--- config.mk ---
export PLATFORM = sky130hd
export DESIGN_NAME = alarm_controller
export DESIGN_NICKNAME = d
export VERILOG_FILES = /design/src/rtl/alarm_controller_pkg.sv /design/src/rtl/alarm_controller_button_conditioner.sv /design/src/rtl/alarm_controller.sv
export SDC_FILE = /design/constraint.sdc
export NUM_CORES = 1
export LEC_CHECK = 0
export ABC_AREA = 1
export CORE_ASPECT_RATIO = 2
export CORE_MARGIN = 1.5
export CORE_UTILIZATION = 61
export CTS_CLUSTER_SIZE = 14
export DETAILED_ROUTE_END_ITERATION = 16
export GPL_TIMING_DRIVEN = 0
export PLACE_DENSITY = 0.89
export SYNTH_ARGS = -nofsm -noshare
export SYNTH_HDL_FRONTEND = slang
export SYNTH_SLANG_ARGS = --single-unit
export TNS_END_PERCENT = 30
--- constraint.sdc ---
create_clock -name CLK -period 2.9 [get_ports CLK]
set_input_delay 0.435 -clock CLK [delete_from_list [all_inputs] [get_ports CLK]]
set_output_delay 0.435 -clock CLK [all_outputs]
set_load 0.01 [all_outputs]
--- src/rtl/alarm_controller_pkg.sv ---
// Shared types and constants for the countdown alarm controller.
// The optional feature macro ALARM_CONTROLLER_DEBOUNCE_EN is consumed by button_conditioner.
package alarm_controller_pkg;

    localparam int unsigned DIGIT_W = 4;
    localparam int unsigned LED_W   = 9;

    localparam logic [DIGIT_W-1:0] MAX_DIGIT      = 4'd9;
    localparam logic [DIGIT_W-1:0] SSD_ALARM_CODE = 4'hF;

    typedef enum logic [1:0] {
        ST_IDLE   = 2'd0,
        ST_RUN    = 2'd1,
        ST_ALARM  = 2'd2,
        ST_SNOOZE = 2'd3
    } state_e;

    typedef struct packed {
        logic start_stop;
        logic snooze;
        logic set;
    } btn_evt_t;

    // LED bar with bit i lit when i < n
    function automatic logic [LED_W-1:0] thermometer(input logic [DIGIT_W-1:0] n);
        logic [LED_W-1:0] t;
        t = '0;
        for (int i = 0; i < int'(LED_W); i++) begin
            t[i] = (DIGIT_W'(i) < n);
        end
        return t;
    endfunction

endpackage

--- src/rtl/alarm_controller_button_conditioner.sv ---
// Active-low button: 2-FF synchronizer, optional debounce (ALARM_CONTROLLER_DEBOUNCE_EN),
// and a one-cycle press pulse on the accepted high-to-low transition.
module button_conditioner #(
    parameter int unsigned DEBOUNCE_CYCLES = 1000
) (
    input  logic clk_i,
    input  logic rst_i,
    input  logic btn_n_i,
    output logic press_o
);

    if (DEBOUNCE_CYCLES < 1) begin : g_bad_debounce
        $error("DEBOUNCE_CYCLES must be at least 1");
    end

    logic sync1_q;
    logic sync2_q;

    always_ff @(posedge clk_i) begin
        if (rst_i) begin
            sync1_q <= 1'b1;
            sync2_q <= 1'b1;
        end else begin
            sync1_q <= btn_n_i;
            sync2_q <= sync1_q;
        end
    end

`ifdef ALARM_CONTROLLER_DEBOUNCE_EN
    localparam int unsigned CNT_W = (DEBOUNCE_CYCLES > 1) ? $clog2(DEBOUNCE_CYCLES) : 1;

    logic [CNT_W-1:0] cnt_q, cnt_d;
    logic             level_q, level_d;
    logic             press_q, press_d;

    // Accept a new level only after it differs from the current one for DEBOUNCE_CYCLES cycles
    always_comb begin
        cnt_d   = '0;
        level_d = level_q;
        press_d = 1'b0;
        if (sync2_q != level_q) begin
            if (cnt_q == CNT_W'(DEBOUNCE_CYCLES - 1)) begin
                level_d = sync2_q;
                press_d = ~sync2_q;
            end else begin
                cnt_d = cnt_q + 1'b1;
            end
        end
    end

    always_ff @(posedge clk_i) begin
        if (rst_i) begin
            cnt_q   <= '0;
            level_q <= 1'b1;
            press_q <= 1'b0;
        end else begin
            cnt_q   <= cnt_d;
            level_q <= level_d;
            press_q <= press_d;
        end
    end
`else
    logic press_q;

    always_ff @(posedge clk_i) begin
        if (rst_i) begin
            press_q <= 1'b0;
        end else begin
            press_q <= sync2_q & ~sync1_q;
        end
    end
`endif

    assign press_o = press_q;

endmodule

--- src/rtl/alarm_controller.sv ---
// Single-digit countdown alarm: set digit, run, fire, snooze, cancel.
// Build with ALARM_CONTROLLER_DEBOUNCE_EN to enable button debouncing.
module alarm_controller
    import alarm_controller_pkg::*;
#(
    parameter int unsigned TICK_CYCLES     = 100000,
    parameter int unsigned DEBOUNCE_CYCLES = 1000,
    parameter int unsigned SNOOZE_UNITS    = 5
) (
    input  logic             CLK,
    input  logic             RST,
    input  logic             start_stop_button,
    input  logic             set_button,
    input  logic             snooze_button,
    output logic [DIGIT_W-1:0] ssd_led_out,
    output logic [LED_W-1:0]   led_out
);

    localparam int unsigned TICK_W = (TICK_CYCLES > 1) ? $clog2(TICK_CYCLES) : 1;
    localparam logic [DIGIT_W-1:0] SNOOZE_DIGIT = DIGIT_W'(SNOOZE_UNITS);

    if (SNOOZE_UNITS < 1 || SNOOZE_UNITS > 9) begin : g_bad_snooze
        $error("SNOOZE_UNITS must be in 1..9");
    end
    if (TICK_CYCLES < 1) begin : g_bad_tick
        $error("TICK_CYCLES must be at least 1");
    end

    btn_evt_t evt;

    button_conditioner #(.DEBOUNCE_CYCLES(DEBOUNCE_CYCLES)) u_btn_start (
        .clk_i   (CLK),
        .rst_i   (RST),
        .btn_n_i (start_stop_button),
        .press_o (evt.start_stop)
    );

    button_conditioner #(.DEBOUNCE_CYCLES(DEBOUNCE_CYCLES)) u_btn_snooze (
        .clk_i   (CLK),
        .rst_i   (RST),
        .btn_n_i (snooze_button),
        .press_o (evt.snooze)
    );

    button_conditioner #(.DEBOUNCE_CYCLES(DEBOUNCE_CYCLES)) u_btn_set (
        .clk_i   (CLK),
        .rst_i   (RST),
        .btn_n_i (set_button),
        .press_o (evt.set)
    );

    state_e              state_q, state_d;
    logic [DIGIT_W-1:0]  set_val_q, set_val_d;
    logic [DIGIT_W-1:0]  remaining_q, remaining_d;
    logic [TICK_W-1:0]   tick_cnt_q, tick_cnt_d;
    logic                blink_q, blink_d;
    logic [DIGIT_W-1:0]  ssd_q, ssd_d;
    logic [LED_W-1:0]    led_q, led_d;
    logic                tick;

    assign tick = (tick_cnt_q == TICK_W'(TICK_CYCLES - 1));

    always_ff @(posedge CLK) begin
        if (RST) begin
            state_q     <= ST_IDLE;
            set_val_q   <= '0;
            remaining_q <= '0;
            tick_cnt_q  <= '0;
            blink_q     <= 1'b1;
            ssd_q       <= '0;
            led_q       <= '0;
        end else begin
            state_q     <= state_d;
            set_val_q   <= set_val_d;
            remaining_q <= remaining_d;
            tick_cnt_q  <= tick_cnt_d;
            blink_q     <= blink_d;
            ssd_q       <= ssd_d;
            led_q       <= led_d;
        end
    end

    // Next state; start_stop beats snooze beats set within each state
    always_comb begin
        state_d     = state_q;
        set_val_d   = set_val_q;
        remaining_d = remaining_q;
        blink_d     = blink_q;
        tick_cnt_d  = tick ? '0 : tick_cnt_q + 1'b1;

        case (state_q)
            ST_IDLE: begin
                tick_cnt_d = '0;
                if (evt.start_stop) begin
                    if (set_val_q != '0) begin
                        state_d     = ST_RUN;
                        remaining_d = set_val_q;
                    end
                end else if (evt.set) begin
                    set_val_d = (set_val_q == MAX_DIGIT) ? '0 : set_val_q + 1'b1;
                end
            end
            ST_RUN, ST_SNOOZE: begin
                if (evt.start_stop) begin
                    state_d = ST_IDLE;
                end else if (tick) begin
                    if (remaining_q <= 4'd1) begin
                        state_d     = ST_ALARM;
                        remaining_d = '0;
                        tick_cnt_d  = '0;
                        blink_d     = 1'b1;
                    end else begin
                        remaining_d = remaining_q - 1'b1;
                    end
                end
            end
            ST_ALARM: begin
                if (evt.start_stop) begin
                    state_d = ST_IDLE;
                end else if (evt.snooze) begin
                    state_d     = ST_SNOOZE;
                    remaining_d = SNOOZE_DIGIT;
                    tick_cnt_d  = '0;
                end else if (tick) begin
                    blink_d = ~blink_q;
                end
            end
            default: begin
                state_d = ST_IDLE;
            end
        endcase
    end

    // Display/LED registers follow the current state one cycle later
    always_comb begin
        ssd_d = set_val_q;
        led_d = '0;
        case (state_q)
            ST_RUN, ST_SNOOZE: begin
                ssd_d = remaining_q;
                led_d = thermometer(remaining_q);
            end
            ST_ALARM: begin
                ssd_d = SSD_ALARM_CODE;
                led_d = {LED_W{blink_q}};
            end
            default: begin
                ssd_d = set_val_q;
                led_d = '0;
            end
        endcase
    end

    assign ssd_led_out = ssd_q;
    assign led_out     = led_q;

endmodule

After elaboration in Yosys (flattened, before gate mapping)
Index checks and enable logic that the tools add are counted.
- bits in registers: 50
- input bits: 5
- output and inout port bits: 13
- add/subtract/negate cells: 3
- $lt $le $gt $ge: 10
- equal/unequal tests: 17
- muxes and demuxes: 33
- bitwise operators: 8
- reductions and logical operators: 8
- operator list (kind ; number):
    $mux W17 ; 6
    $pmux W17 S3 ; 1
    $mux W4 ; 8
    $pmux W9 S2 ; 1
    $add A17 B1 Y17 const B ; 1
    $eq A17 B17 Y1 const B ; 1
    $lt A3 B4 Y1 const A ; 4
    $mux W2 ; 7
    $ne A2 B2 Y1 const B ; 7
    $pmux W4 S3 ; 1
    $lt A1 B4 Y1 const A ; 2
    $lt A2 B4 Y1 const A ; 2
    $pmux W4 S2 ; 1
    $reduce_and A7 Y1 ; 1
    $mux W1 ; 6
    $ne A3 B2 Y1 const B ; 2
    $pmux W2 S3 ; 1
    $reduce_and A6 Y1 ; 1
    $not A1 Y1 ; 5
    $reduce_and A5 Y1 ; 1
    $add A4 B1 Y4 const B ; 1
    $eq A2 B2 Y1 const B ; 2
    $eq A4 B4 Y1 const B ; 1
    $le A4 B1 Y1 const B ; 1
    other kinds (12) ; 15

Longest topological paths before layout
Gate-level depths: netlist of the first run.
- word-level depth: 6
- depth in mapped cells: 11
- gate-level depth less buffers: 11

By module
Synthesis of the first run repeated with hierarchy kept, for this count alone.
- cells, all modules: 286
- area total of the unflattened synthesis: 2157.1 µm²
- by module, submodules not included (module ; times used ; cells each ; area each (µm²)):
    alarm_controller ; 1 ; 262 ; 1905.6
    button_conditioner ; 3 ; 8 ; 83.8

Worst setup path before layout of the first run
Ideal clock, no wire load.
- kind: register to register
- start: register remaining_q[0]
- end: register state_q[1]
- arrival time: 1.325 ns
- data required time: 2.785 ns
- slack: 1.460 ns
- stages on the path, launching flop included: 9
- buffers on the path: 0
- clock period less this slack: 1.440 ns
- path through: dfxtp_1 > inv_1 > ha_1 > o21ai_0 > nand2_1 > o21ai_0 > nor2_1 > a21oi_1 > nor2_1
- cells in the longest elaborated chain, start to end: 3
- RTL lines (item ; RTL line ; RTL):
    start: declaration ; alarm_controller.sv:54 ; logic [DIGIT_W-1:0] remaining_q, remaining_d;
    start signal: assignment ; alarm_controller.sv:75 ; remaining_q <= remaining_d;
    $le A4 B1 Y1 ; alarm_controller.sv:107 ; if (remaining_q <= 4'd1) begin
    $ne A3 B2 Y1 (no source line) ; n/a ;
    $reduce_and A5 Y1 (no source line) ; n/a ;
    end signal: assignment ; alarm_controller.sv:73 ; state_q <= state_d;
    end: declaration ; alarm_controller.sv:52 ; state_e state_q, state_d;
No other way between the ends.
A chain may end at the register's enable or synchronous reset.

Worst setup path after layout of the first run
Ends and elaborated chain as after synthesis.

==> metrics.yaml, run 1 <==
cells_and_area:
  multi_input_area_um2: 1050
  register_area_um2: 1000
  fin_area_um2: 2550
  fillCellCount: 288
  n_antenna_cell: 0
  fin_cells: 368
  drive_gt1_share_pct: 9.69
  num-nets-final: 328
  area_delta_synth_final_pct: 14.6
timing:
  finalSetupViolCount: 0
  fin_crit_ns: 1.89
  fin_crit_sh_pct: 65.2
  tightest_slew_ns: 0.501
  holdWs_ns: 0.411
  relSlewSlack_pct: 66.6
  rsz0062_at_grt: "false"
  drv_slew: 0
  finalClockSkew_ns: 0.00456
  fin_tns_setup_ns: 0
  timing.fmax_mhz: 529
  hold_violations: 0
clocking:
  cts-htree-levels: 2
  cts.sink_count: 50
  clockRootBuffer: "clkbuf_8"
  numCtsBuffers: 5
  postCtsHoldBufs: 0
  cts_tree: "done"
  cts_resized: 0
  clk_pin_slew_ns: 0.09
  cts_buffer_depth: 2
  post_cts.repair.setup_buffers: 0
  clk_latency_ns: 0.30
hold_path:
  hp-start: "u_btn_snooze.sync2_q"
  hold_class: "register to register"
  hold_path_depth: 2
  worstHoldEndpoint: "u_btn_snooze.press_o"
floorplan:
  initial_utilization_pct: 64.3
  ios: 18
  dieArea_um2: 4030
  dieWidth_um: 45.7
  placementRows: 30
  core_um2: 3450
  die_h_um: 88.3
critical_path:
  start_kind: "register"
  worstPathArrival_ns: 2.10
  cp_max_fo: 7
  r2r_start: "remaining_q[0]"
  setup.worst_path.start: "remaining_q[0]"
  reg2regPathDepth: 8
  regToRegSetupSlack_ns: 1.01
  worstSetupPathType: "register to register"
  cp.required_ns: 3.11
  r2r-end: "state_q[1]"
  crit_path_end_kind: "register"
synth:
  syn_inst: 295
  synth_cell_types: 33
  yosysMostFrequentCell: "nand2_1"
  synthesis.nets: 304
  async_flop_share_pct: 0
  avgSynthCellArea_um2: 7.53
  synth_edf_count: 0
  ys.flop_type: "dfxtp_1"
  synth_seq_area_share_pct: 45.1
  yosysWarnings: 0
  synth_top_cell_area_share_pct: 45.1
  synth_area_leaders: "dfxtp_1 (45%), nand2_1 (9.3%), nor2_1 (7.4%)"
  synth_top_cell_by_area: "dfxtp_1"
  synth_seq_cells: 50
  synth.cell_area_um2: 2220
  netlist_top_cells_count: "nand2_1 (55), dfxtp_1 (50), nor2_1 (44)"
global_route:
  grt_antenna_before_repair: 0
  grt_pass1_vias: 1915
  gr-usage-all-layers_pct: 26.5
  grt_max_degree: 16
  grt-ovfl-total: 0
  grt_pass1_wl_um: 7820
power_and_ir_drop:
  powerDensity_nw_per_um2: 459
  ir_drop_mv: 0.433
  power_leakage_nw: 1.03
  fin_total_pwr_w: 0.00117
drt:
  vias_per_cell: 5.34
  first_pass_iters: 4
  ant_nets: 0
  dr_total_vias: 1966
  route.detailed.wl_per_inst_um: 12.6
  routed_wl_um: 4630
  drt_iter0_markers: 59
  post-route-drc-count: 0
place:
  dp_hpwl_um: 3440
  place_area_um2: 2450
  place_inst: 360
  portBuffers: 17
  place.gp.congestion: 0.934
status:
  status: "complete, no violations"
flow_run:
  max_cap_violations: 0
## area by class of cell
type / instances / area share (%)
Multi-Input combinational cell: 202 / 41.2
Sequential cell: 50 / 39.3
Inverter: 38 / 5.60
Clock inverter: 2 / 0.491
Timing Repair Buffer: 17 / 6.68
Clock buffer: 6 / 3.24
Tap cell: 48 / 2.36
Buffer: 5 / 1.08
## routing by layer
metal,GRT usage (%),up-vias,share of wire [%]
met4,15.8,0,3.2
li1,-,987,-
met1,23.4,910,35
met2,51.3,56,57
met3,3.67,13,4.0
met5,0,-,0
## cells in the final DEF (no fill, tap or decap), drive strengths merged, types with 3 or more instances in the layout
cell / n
a31oi: 4
nand3: 20
nand2: 57
a21oi: 18
clkbuf: 8
nor2: 50
buf: 3
ha: 4
dfxtp: 50
clkdlybuf4s50: 17
nor3: 13
o21ai: 14
or2: 7
inv: 38
xor2: 7
## state kept, by name (all words and copies together) (netlist names), 2 cells and up
name         cells
ssd_led_out      4
led_out          9
tick_cnt_q      17
state_q          2
set_val_q        4
remaining_q      4
## kinds of logic after synthesis
| logic type | count (synthesis) | share of synthesized area (%) |
|---|---|---|
| simple gates | 150 | 31.9 |
| flops | 50 | 45.1 |
| buf+inv | 43 | 7.66 |
| compound gates | 40 | 9.92 |
| xor+xnor | 8 | 3.16 |
| fa+ha+maj | 4 | 2.25 |
## through the flow
step,worst slack (ns),util [%]
6_report,1.01,73.7
5_1_grt,0.880,73.7
4_1_cts,1.08,73.7
3_5_place_dp,0.854,71.0
3_3_place_gp,0.888,71.0
2_1_floorplan,1.46,-
## worst max-delay path, cell delays in order (launching register included)
cell and delay, ns:
dfxtp_1 0.44, inv_1 0.09, ha_1 0.24, o21ai_0 0.21
nand2_1 0.22, o21ai_0 0.26, nor2_1 0.12, a21oi_1 0.15
nor2_1 0.06
## how the worst max path moves through the flow
stage	to	slack (ns)	depth (start not counted)
after floorplan	state_q[1]	1.46	8
after global placement	ssd_led_out[2]	0.89	4
after detailed placement	led_out[5]	0.85	4
after CTS	state_q[1]	1.08	8
after global routing	state_q[1]	0.88	8
final	state_q[1]	1.01	8
## power breakdown
| group | internal (W) | switching, W | total (W) |
|---|---|---|---|
| Combinational | 0.0000213 | 0.0000303 | 0.0000517 |
| Clock | 0.000192 | 0.000224 | 0.000416 |
| Sequential | 0.000696 | 0.00000496 | 0.000701 |
| Total | 0.000909 | 0.000260 | 0.00117 |
No activity file was read; power rests on OpenSTA's default activity.
==> run 2, diff against run 1 <==
Settings changed: CORE_UTILIZATION 61 to 51, PLACE_DENSITY 0.89 to 0.8.
Clock period 2.9 ns to 1.67 ns, I/O delays scaled along.
==> run 2 against run 1 <==
  * First-iteration DRC count is 5.1% lower
  * Sequential share of layout area is 0.55 points lower
  * Sequential power is 74% higher
  * Clock-buffer cell count stayed put
  * Clock power is 74% higher
  * Setup slack worse by 0.90 ns
  * Cell count is 1.1% higher
  * Clock skew is 0.0060 ns higher
  * Flip-flop and latch count stayed put
  * Register-to-register slack worse by 0.90 ns
  * Critical endpoint is now remaining_q[2]
  * Largest cell class unchanged
  * Largest power group unchanged
  * Highest routed layer unchanged
==> metrics.yaml, run 2 (same netlist as run 1, synthesis figures left out) <==
clocking:
  clk_pin_slew_ns: 0.09  # about the same
  cts_tree: "done"  # unchanged
  cts.sink_count: 50  # unchanged
  numCtsBuffers: 5  # unchanged
  cts_buffer_depth: 2  # unchanged
  clk_latency_ns: 0.31  # was 0.30 ns
  post_cts.repair.setup_buffers: 0  # unchanged
  clockRootBuffer: "clkbuf_8"  # unchanged
  cts-htree-levels: 2  # unchanged
drt:
  post-route-drc-count: 0  # unchanged
  ant_nets: 0  # unchanged
  vias_per_cell: 5.16  # was 5.34
  drt_iter0_markers: 56  # was 59
  routed_wl_um: 4530  # was 4630 µm
  route.detailed.wl_per_inst_um: 12.2  # was 12.6 µm
  first_pass_iters: 4  # unchanged
  dr_total_vias: 1920  # was 1,966
timing:
  drv_slew: 0  # unchanged
  fin_crit_sh_pct: 93.7  # was 65.2%
  rsz0062_at_grt: "false"  # unchanged
  finalClockSkew_ns: 0.0105  # was 0.00456 ns
  hold_violations: 0  # unchanged
  timing.fmax_mhz: 639  # was 529 MHz
  relSlewSlack_pct: 69.2  # was 66.6%
  tightest_slew_ns: 0.463  # was 0.501 ns
  fin_crit_ns: 1.56  # was 1.89 ns
  finalSetupViolCount: 0  # unchanged
critical_path:
  crit_path_end_kind: "register"  # unchanged
  crit_chain: "ha_1 -> nand2_1 -> inv_2 -> nand2_1 -> nor2_1 -> nand2_2 -> a21oi_4 -> nand3_1 -> a21oi_2"  # was inv_1 -> ha_1 -> o21ai_0 -> nand2_1 -> o21ai_0 -> nor2_1 -> a21oi_1 -> nor2_1
  r2r-end: "remaining_q[2]"  # was state_q[1]
  cp_max_fo: 4  # was 7
  r2r_start: "tick_cnt_q[0]"  # was remaining_q[0]
  max_stage_delay_ns: 0.35  # was 0.44 ns
  regToRegSetupSlack_ns: 0.11  # was 1.01 ns
  worstPathArrival_ns: 1.80  # was 2.10 ns
  start_kind: "register"  # unchanged
  crit_path_frequent_cell: "nand2_1"
  cp.required_ns: 1.91  # was 3.11 ns
  slowest_stage: "dfxtp_2"  # was dfxtp_1
  worstSetupPathType: "register to register"  # unchanged
  reg2regPathDepth: 9  # was 8
cells_and_area:
  fillCellCount: 393  # was 288
  largest_reg_flops: 17  # unchanged
  mostFrequentLayoutCell: "nand2_1"  # unchanged
  fin_cells: 372  # was 368
  drive_gt1_share_pct: 14.7  # was 9.69%
  regMostFlops: "tick_cnt_q"  # unchanged
  area_delta_synth_final_pct: 16.8  # was 14.6%
  register_area_um2: 1010  # was 1000 µm²
  multi_input_area_um2: 1080  # was 1050 µm²
  n_antenna_cell: 0  # unchanged
  num-nets-final: 328  # unchanged
  final_cell_mix: "nand2_1 (51), dfxtp_1 (46), nor2_1 (42)"  # was nand2_1 (55), dfxtp_1 (50), nor2_1 (44)
global_route:
  grt_pass1_wl_um: 7450  # was 7820 µm
  gr-usage-all-layers_pct: 20.4  # was 26.5%
  grt_pass1_vias: 1814  # was 1,915
  grt_max_degree: 16  # unchanged
  grt_antenna_before_repair: 0  # unchanged
  grt-ovfl-total: 0  # unchanged
hold_path:
  hold_class: "register to register"  # unchanged
  hp-start: "u_btn_start.sync2_q"  # was u_btn_snooze.sync2_q
  worstHoldEndpoint: "u_btn_start.press_o"  # was u_btn_snooze.press_o
  hold_path_depth: 2  # unchanged
floorplan:
  die_h_um: 96.3  # was 88.3 µm
  dieWidth_um: 49.7  # was 45.7 µm
  ios: 18  # unchanged
  placementRows: 33  # was 30
  core_um2: 4130  # was 3450 µm²
  dieArea_um2: 4780  # was 4030 µm²
  initial_utilization_pct: 53.8  # was 64.3%
place:
  dp_hpwl_um: 3440  # about the same
  portBuffers: 17  # unchanged
  place.gp.congestion: 0.884  # was 0.934
  place_inst: 364  # was 360
flow_run:
  max_cap_violations: 0  # unchanged
power_and_ir_drop:
  ir_drop_mv: 0.839  # was 0.433 mV
  powerDensity_nw_per_um2: 782  # was 459 nW/µm²
  fin_total_pwr_w: 0.00203  # was 0.00117 W
  power_leakage_nw: 1.04  # was 1.03 nW
status:
  status: "complete, no violations"  # unchanged
[run 2: changes by cell type in the layout (fill, tap and decap cells not counted), moves of 3 or more]
cell and delta:
dfxtp_2 +4, o21ai_0 -3, o21ai_1 +3, dfxtp_1 -4, nand2_1 -4, nand2_2 +4
[run 2: worst max-delay path by stage]
stage                   startpoint  cells after the start              to
floorplan           remaining_q[0]                      8      state_q[1]
CTS                  tick_cnt_q[0]                      9  tick_cnt_q[12]
global route         tick_cnt_q[0]                      9  tick_cnt_q[12]
finish               tick_cnt_q[0]                      9  remaining_q[2]
global placement               RST                      4  ssd_led_out[1]
detailed placement             RST                      4  ssd_led_out[1]
[run 2: layout make-up]
cell class	instances	share of cell area, %
clock inverters	2	0.482
inverters	38	5.50
multi-input cells	202	41.8
repair buffers	17	6.56
flip-flops and latches	50	38.8
clock buffers	6	3.18
plain buffers	5	1.21
well taps	52	2.51
[run 2: critical path, delay by kind of cell (launching register included)]
family	cells	cell delay [ns]
AND/OR/NAND/NOR	5	0.55
AO/OA/AOI/OAI	2	0.36
flip-flops	1	0.35
adder cells (fa/ha/maj)	1	0.16
buffers and inverters	1	0.08
[run 2: layer usage]
layer / part of all wire [%] / global-route usage (%)
met5: 0 / 0
met4: 2.5 / 13.0
met3: 2.9 / 3.11
met2: 58 / 40.9
met1: 36 / 18.2
[run 2: per-stage QoR]
step | instance area, µm² | TNS, ns | hold WS, ns | setup slack, ns | util, %
6_report | 2590 | 0 | 0.416 | 0.106 | 62.8
3_5_place_dp | 2460 | -1.84 | 0.402 | -0.206 | 59.5
4_1_cts | 2550 | 0 | 0.417 | 0.0411 | 61.9
2_1_floorplan | 2220 | 0 | 0.354 | 0.230 | -
5_1_grt | 2590 | 0 | 0.431 | 0.00123 | 62.8
3_3_place_gp | 2460 | -1.78 | 0.397 | -0.199 | 59.5
[run 2: what timing repair did]
action,in CTS,in global routing
hold buffers,0,0
endpoints found under the setup margin,5,20
resized for setup,3,19
gates cloned,0,0
pin swaps,0,2
[run 2: power breakdown]
group          leakage, nW  internal [W]  switching [W]  total [W]
sequential           0.407       0.00121     0.00000834    0.00122
clock               0.0472      0.000333       0.000389   0.000722
combinational        0.587     0.0000381      0.0000527  0.0000908
total                 1.04       0.00158       0.000450    0.00203
==> run 3, diff against run 2 <==
Settings changed: SKIP_LAST_GASP from default to 1.
==> run 3 against run 2 <==
  * Fmax down 1.2%
  * Largest cell class unchanged
  * Register-to-register slack got worse by 0.02 ns
  * Flip-flop and latch count stayed put
  * Die area stayed put
  * Critical path depth unchanged
  * Cell count unchanged
  * Hold slack unchanged
  * Clock power is essentially flat
  * Final area stayed put
  * Combinational power about the same
  * Via count did not move
==> metrics.yaml, run 3 (same netlist as run 1, synthesis figures left out) <==
status:
  status: "complete, no violations"  # unchanged
power_and_ir_drop:
  power_leakage_nw: 1.05  # was 1.04 nW
  fin_total_pwr_w: 0.00203  # about the same
  ir_drop_mv: 0.839  # about the same
  powerDensity_nw_per_um2: 782  # about the same
critical_path:
  setup.worst_path.start: "tick_cnt_q[0]"  # unchanged
  cp_num_buf_inv: 1  # unchanged
  worstSetupPathType: "register to register"  # unchanged
  cp_max_fo: 4  # unchanged
  cpLargestDelayFamily: "simple AND/OR/NAND/NOR gates"  # unchanged
  crit_chain: "ha_1 -> nand2_1 -> inv_1 -> nand2_1 -> nor2_1 -> nand2_2 -> a21oi_4 -> nand3_1 -> a21oi_2"  # was ha_1 -> nand2_1 -> inv_2 -> nand2_1 -> nor2_1 -> nand2_2 -> a21oi_4 -> nand3_1 -> a21oi_2
  worstPathArrival_ns: 1.82  # was 1.80 ns
  cp.required_ns: 1.91  # about the same
  endpoint: "remaining_q[2]"  # unchanged
  slowest_stage: "dfxtp_2"  # unchanged
  reg2regPathDepth: 9  # unchanged
  r2r-end: "remaining_q[2]"  # unchanged
  r2r_start: "tick_cnt_q[0]"  # unchanged
  max_stage_delay_ns: 0.35  # about the same
  crit_path_end_kind: "register"  # unchanged
  regToRegSetupSlack_ns: 0.09  # was 0.11 ns
  start_kind: "register"  # unchanged
  crit_cells: 9  # unchanged
  crit_path_frequent_cell: "nand2_1"  # unchanged
cells_and_area:
  fillCellCount: 393  # unchanged
  num-nets-final: 328  # unchanged
  drive_gt1_share_pct: 14.1  # was 14.7%
  n_antenna_cell: 0  # unchanged
  fin_area_um2: 2590  # unchanged
  area_delta_synth_final_pct: 16.8  # unchanged
  final_cell_mix: "nand2_1 (51), dfxtp_1 (46), nor2_1 (42)"  # unchanged
  mostFrequentLayoutCell: "nand2_1"  # unchanged
  largest_reg_flops: 17  # unchanged
  regMostFlops: "tick_cnt_q"  # unchanged
drt:
  drt_iter0_markers: 56  # unchanged
  route.detailed.wl_per_inst_um: 12.2  # unchanged
  ant_nets: 0  # unchanged
  post-route-drc-count: 0  # unchanged
  routed_wl_um: 4530  # unchanged
  dr_total_vias: 1920  # unchanged
  vias_per_cell: 5.16  # unchanged
  first_pass_iters: 4  # unchanged
floorplan:
  initial_utilization_pct: 53.8  # unchanged
  ios: 18  # unchanged
  dieWidth_um: 49.7  # unchanged
  core_um2: 4130  # unchanged
  die_h_um: 96.3  # unchanged
  dieArea_um2: 4780  # unchanged
  placementRows: 33  # unchanged
global_route:
  grt_max_degree: 16  # unchanged
  gr-usage-all-layers_pct: 20.4  # unchanged
  grt_pass1_wl_um: 7450  # unchanged
  grt-ovfl-total: 0  # unchanged
  grt_pass1_vias: 1814  # unchanged
  grt_antenna_before_repair: 0  # unchanged
timing:
  rsz0062_at_grt: "true"  # was false
  fin_crit_sh_pct: 94.8  # was 93.7%
  drv_slew: 0  # unchanged
  finalClockSkew_ns: 0.0105  # about the same
  timing.fmax_mhz: 631  # was 639 MHz
  tightest_slew_ns: 0.463  # about the same
  relSlewSlack_pct: 69.2  # about the same
  fin_crit_ns: 1.58  # was 1.56 ns
  finalSetupViolCount: 0  # unchanged
  hold_violations: 0  # unchanged
clocking:
  cts-htree-levels: 2  # unchanged
  clk_latency_ns: 0.31  # about the same
  cts_buffer_depth: 2  # unchanged
  numCtsBuffers: 5  # unchanged
  cts_tree: "done"  # unchanged
  clk_pin_slew_ns: 0.09  # about the same
  cts.sink_count: 50  # unchanged
  postCtsHoldBufs: 0  # unchanged
  clockRootBuffer: "clkbuf_8"  # unchanged
place:
  place_area_um2: 2460  # unchanged
  dp_hpwl_um: 3440  # unchanged
  place.gp.congestion: 0.884  # unchanged
  portBuffers: 17  # unchanged
flow_run:
  max_cap_violations: 0  # unchanged
hold_path:
  hold_class: "register to register"  # unchanged
  hp-start: "u_btn_start.sync2_q"  # unchanged
-- run 3: cell counts in the layout (fill, tap and decap cells not counted) --
No cell type changed its count.
-- run 3: worst min-delay path by stage --
stage / cells after the start / to
after detailed placement: 2 / u_btn_start.press_o
after CTS: 2 / u_btn_start.press_o
final: 2 / u_btn_start.press_o
after global routing: 1 / tick_cnt_q[0]
after floorplan: 1 / u_btn_set.sync1_q
after global placement: 2 / u_btn_start.press_o
-- run 3: power breakdown --
| group | switching [W] | total [W] | internal (W) |
|---|---|---|---|
| logic | 0.0000527 | 0.0000907 | 0.0000380 |
| clock network | 0.000389 | 0.000722 | 0.000333 |
| registers | 0.00000835 | 0.00122 | 0.00121 |
-- run 3: metal layers --
layer	share of wire, %	track usage (%)	up-vias	wire length, µm
met5	0	0	-	0
li1	-	-	979	-
met1	36	18.2	895	1640
met4	2.5	13.0	0	113
met3	2.9	3.11	12	131
met2	58	40.9	34	2640
-- run 3: what timing repair did --
action / 4_1_cts / 5_1_grt
gates resized for setup: 3 / 16
pin swaps: 0 / 2
setup endpoints to repair: 5 / 20
buffers inserted: 0 / 0
-- run 3: cell type report --
cell class	instances	area, µm²	share of cell area [%]
multi-input cells	202	1080	41.8
flip-flops and latches	50	1010	38.8
repair buffers	17	170	6.56
inverters	38	143	5.50
clock buffers	6	82.6	3.18
well taps	52	65.1	2.51
plain buffers	5	31.3	1.21
clock inverters	2	12.5	0.482
-- run 3: stage by stage --
| step | hold slack [ns] | TNS, ns | setup WS (ns) | util [%] | std cells |
|---|---|---|---|---|---|
| 2_1_floorplan | 0.354 | 0 | 0.230 | - | 295 |
| 3_3_place_gp | 0.397 | -1.78 | -0.199 | 59.5 | 364 |
| 3_5_place_dp | 0.402 | -1.84 | -0.206 | 59.5 | 364 |
| 4_1_cts | 0.417 | 0 | 0.0411 | 61.9 | 372 |
| 5_1_grt | 0.431 | -0.0676 | -0.0197 | 62.8 | 372 |
| 6_report | 0.416 | 0 | 0.0865 | 62.8 | 372 |
-- run 3: worst reg2reg max path: cells and delay by family, from the launching register on --
kind / cells / cell delay (ns)
adders and majority gates: 1 / 0.16
buffers and inverters: 1 / 0.09
AOI/OAI and AO/OA: 2 / 0.37
DFF: 1 / 0.35
and+or+nand+nor: 5 / 0.55
==> RTL edit 1: new RTL, config.mk and constraints of run 1 <==
Take the reset off `set_val_q` and load it in a clocked block of its own.
--- a/src/rtl/alarm_controller.sv
+++ b/src/rtl/alarm_controller.sv
@@ -64,5 +64,4 @@
         if (RST) begin
             state_q     <= ST_IDLE;
-            set_val_q   <= '0;
             remaining_q <= '0;
             tick_cnt_q  <= '0;
@@ -72,5 +71,4 @@
         end else begin
             state_q     <= state_d;
-            set_val_q   <= set_val_d;
             remaining_q <= remaining_d;
             tick_cnt_q  <= tick_cnt_d;
@@ -79,4 +77,8 @@
             led_q       <= led_d;
         end
+    end
+
+    always_ff @(posedge CLK) begin
+        set_val_q <= set_val_d;
     end
 
Formal check against the unedited RTL: differs if RST is asserted again (counterexample within 10 cycles, from zero or initial values and one cycle with RST high); with RST held inactive, the same outputs for 10 cycles.
==> RTL edit 1 against run 1 <==
  * Via count decreased by 5.3%
  * Routed wire length decreased by 4.6%
  * Highest routed layer unchanged
  * Critical path type unchanged
  * Sequential cell count stayed put
  * Hold slack better by 1.5 ps
  * Final area is 4.7% higher
  * Worst setup slack improved by 210 ps
  * Synthesized area is 5.5% higher
  * Maximum frequency up 12%
Power is not compared: it rests on default switching activity, and its combinational part moved more than twofold at a synthesized area within 25%.
==> RTL edit 1: results (changes against run 1) <==
finish:
  layout-drive-gt1-share_pct: 17.25  # +7.6 points
  fin_nets: 325  # -0.91%
  regMostFlops: "tick_cnt_q"
cts:
  root_buffer: "clkbuf_8"
  insertion_delay_ps: 300  # about the same
  htree_levels: 2  # unchanged
  clkSlewWorstSetupHoldPaths_ps: 80
routing:
  wl_met3_microns: 115  # -39%
  vias: 1861  # -5.3%
  wl_met1_microns: 1636  # -0.12%
  drt-initial-drc-count: 40  # -32%
  drtPass1Iterations: 4  # unchanged
  wire_per_inst_microns: 12.19  # -3.0%
  drt_wl_total_microns: 4412  # -4.6%
  route.met2.wl_microns: 2504  # -5.5%
sta:
  tightest_slew_ps: 394.0  # -107.0 ps
  hold_ws_ps: 412.0  # +1.474 ps
  hold_violations: 0  # unchanged
  min_period_ps: 1682  # -208.2 ps
  clock_skew_ps: 4.566  # +0.008830 ps
critical_path:
  r2r_cells: 9  # +1
  r2r-end: "remaining_q[1]"
  slowest_delay_ps: 420  # -20 ps
  crit_start: "remaining_q[0]"
  cp_max_fo: 5  # -2
  arrival_ps: 1930  # -170 ps
global_routing:
  grt_max_degree: 15  # -1
  grt_usage_pct: 23.63  # -2.9 points
  grt_use_met3_pct: 5.400  # +1.7 points
  grt_pass1_wl_microns: 7314  # -6.4%
  grt_pass1_vias: 1785  # -6.8%
  grtUsageMet1_pct: 23.19  # -0.26 points
  grtUsageMet2_pct: 41.89  # -9.4 points
worst_hold_path:
  hp-class: "reg -> reg"
  hp-start: "u_btn_snooze.sync2_q"
logic_synthesis:
  synthAdderAreaFrac_pct: 4.271  # +2.0 points
  synth_compound_area_share_pct: 11.91  # +2.0 points
  synth-edff-count: 4  # +4
  ys_top_cells_by_area: "dfxtp_1, nand2_1, nor2_1"
  synth.net_count: 301  # -0.99%
  synth_top_area_cell: "dfxtp_1"
  synth_xor_area_share_pct: 1.495  # -1.7 points
  synth_commonest_cells: "dfxtp_1, nand2_1, nor2_1, inv_1, nand3_1"
  synth_area_per_cell_sq_um: 8.137  # +8.1%
  seq_area_frac_synth_pct: 44.42  # -0.65 points
  synth_cell_type_count: 38  # +15%
placement:
  dp_hpwl_microns: 3431  # -0.31%
  gp_congestion: 0.9252  # -0.89%
  pre_cts_ws_ps: 1157  # +303.0 ps
  dp_cells: 354  # -1.7%
  postPlaceCellArea_sq_um: 2575  # +5.1%
status:
  status: "completed"
## RTL edit 1: cell count changes after synthesis, sizes merged, moves of 2 or more
cell	change
xor2	-4
dfxtp	-4
a21oi	+4
nor3	-9
nand4	+3
a31oi	-2
o21ai	+3
nand2	-7
ha	+4
edfxtp	+4
## RTL edit 1: cell type report
| type | instances | area (sq um) |
|---|---|---|
| multi-input combinational | 195 | 1130 |
| sequential | 50 | 1041 |
| fill | 290 | 979.7 |
| timing repair buffer | 17 | 170.2 |
| inverter | 38 | 142.6 |
| clock buffer | 7 | 86.33 |
| tap | 49 | 61.31 |
| buffer | 5 | 30.03 |
| clock inverter | 1 | 5.005 |
## RTL edit 1: power breakdown
part,switching (W),total (W),internal [W],leakage [nW]
logic,0.000418,0.000689,0.000271,0.663
registers,0.0000537,0.000841,0.000787,0.412
clock network,0.000215,0.000408,0.000193,0.0482
total,0.000687,0.00194,0.00125,1.12
==> RTL edit 2: new RTL, settings of run 1 <==
Without the edit above. `TICK_CYCLES`: 100000 -> 400000.
--- a/src/rtl/alarm_controller.sv
+++ b/src/rtl/alarm_controller.sv
@@ -4,5 +4,5 @@
     import alarm_controller_pkg::*;
 #(
-    parameter int unsigned TICK_CYCLES     = 100000,
+    parameter int unsigned TICK_CYCLES     = 400000,
     parameter int unsigned DEBOUNCE_CYCLES = 1000,
     parameter int unsigned SNOOZE_UNITS    = 5
Behaviour: same outputs for any inputs over 10 cycles, from zero or initial values and one cycle with RST high; that may be too few to reach the edited logic, so the function may still have changed.
==> RTL edit 2 against run 1 <==
  * Sequential cell count increased by 2
  * Count of clock-buffer cells in the layout decreased by 1
  * Routed wire length is 8.2% higher
  * Die area increased by 5.8%
  * Clock skew up 4.4 ps
  * Hold slack gained 13 ps
  * Global-route usage rose by 0.11 points
  * Core utilization fell by 0.12 points
  * Sequential share of layout area fell by 0.52 points
  * Worst setup slack better by 110 ps
  * Final area up 5.4%
  * Power increased by 5.5%
  * Sequential power grew 4.4%
  * Synthesized area rose by 6.1%
==> RTL edit 2: results (changes against run 1) <==
global_routing:
  antenna_found_initial: 0  # unchanged
  grt_usage_pct: 26.61  # +0.11 points
  grt_pass1_wl_microns: 8349  # +6.8%
  grt_max_degree: 19  # +3
  grt_pass1_vias: 2022  # +5.6%
placement:
  dp_hpwl_microns: 3715  # +7.9%
  dp_cells: 383  # +6.4%
  pre_cts_ws_ps: 952.3  # +98.32 ps
  gp_congestion: 0.9764  # +4.6%
  io_buffers: 17  # unchanged
critical_path:
  cpMaxStageDelayCell: "dfxtp_1"
  arrival_ps: 2000  # -100 ps
  cp_max_fo: 6  # -1
  slowest_delay_ps: 420  # -20 ps
logic_synthesis:
  synth.net_count: 326  # +7.2%
  synth_xor_area_share_pct: 4.087  # +0.93 points
  seq_area_frac_synth_pct: 44.16  # -0.91 points
  synth_commonest_cells: "nand2_1, nor2_1, dfxtp_1, inv_1, nand3_1"
  yosysWarningCount: 0  # unchanged
  synth_top_cell_area_share_pct: 44.16  # -0.91 points
  synthAdderAreaFrac_pct: 2.123  # -0.13 points
  synth_compound_area_share_pct: 7.166  # -2.7 points
  synth_cell_type_count: 34  # +3.0%
  synth_area_per_cell_sq_um: 7.436  # -1.2%
  ys_top_cells_by_area: "dfxtp_1, nand2_1, nor2_1"
finish:
  layout-drive-gt1-share_pct: 11.70  # +2.0 points
  final_cells: 391  # +6.3%
  fin_nets: 350  # +6.7%
  largest_reg_flops: 19  # +2
  fillCellCount: 316  # +9.7%
cts:
  insertion_delay_ps: 320  # +20 ps
  post_cts_buffers: 0  # unchanged
  root_buffer: "clkbuf_8"
  cts_buffer_depth: 2  # unchanged
  cts_buffers: 5  # unchanged
  htree_levels: 2  # unchanged
  clkSlewWorstSetupHoldPaths_ps: 110  # +20 ps
routing:
  route.detailed.drc: 0  # unchanged
  drt-initial-drc-count: 44  # -25%
  viasPerCell: 5.309  # -0.62%
  drtPass1Iterations: 4  # unchanged
  wire_per_inst_microns: 12.80  # +1.8%
sta:
  relSlewSlack_pct: 66.72  # +0.12 points
  clock_skew_ps: 8.971  # +4.414 ps
power:
  peakVddDrop_mv: 0.6515  # +50%
  p_leak_nw: 1.145  # +11%
status:
  status: "completed"
RTL edit 2: worst max-delay path, delay by kind of cell, from the launching register on:
kind,cells,cell delay (ps)
buffers and inverters,1,100
flip-flops,1,420
AO/OA/AOI/OAI,3,530
adder cells (fa/ha/maj),1,280
AND/OR/NAND/NOR,3,350
RTL edit 2: final timing paths:
path                            cells after the start                   end            startpoint  slack [ps]
worst min-delay path                                2  u_btn_snooze.press_o  u_btn_snooze.sync2_q         420
worst max-delay path                                8            state_q[1]        remaining_q[0]        1120
worst min register to register                      2  u_btn_snooze.press_o  u_btn_snooze.sync2_q         420
worst max register to register                      8            state_q[1]        remaining_q[0]        1120
RTL edit 2: report_power, final:
part | switching (W) | internal, W | leakage (nW)
logic | 0.0000316 | 0.0000234 | 0.675
registers | 0.00000696 | 0.000725 | 0.421
clock network | 0.000269 | 0.000177 | 0.0487
total | 0.000307 | 0.000925 | 1.15
RTL edit 2: per-layer routing:
metal,vias up,GRT usage (%),share of wire (%)
li1,1042,-,-
met1,949,25.16,35
met2,62,46.23,56
met3,23,4.400,3.1
met4,0,19.21,5.6
met5,-,0,0
RTL edit 2: cell type report:
cell class	instances	area, sq um	area share (%)
clock inverter	3	26.28	0.9790
multi-input combinational	217	1125	41.91
inverter	44	167.7	6.247
clock buffer	5	68.82	2.564
tap	49	61.31	2.284
sequential	52	1041	38.79
buffer	4	23.77	0.8858
timing repair buffer	17	170.2	6.340
RTL edit 2: through the flow:
stage          utilization (%)  area, sq um
2_1_floorplan                -         2357
6_report                 73.61         2684
5_1_grt                  73.61         2684
3_3_place_gp             71.00         2589
4_1_cts                  73.61         2684
3_5_place_dp             71.00         2589
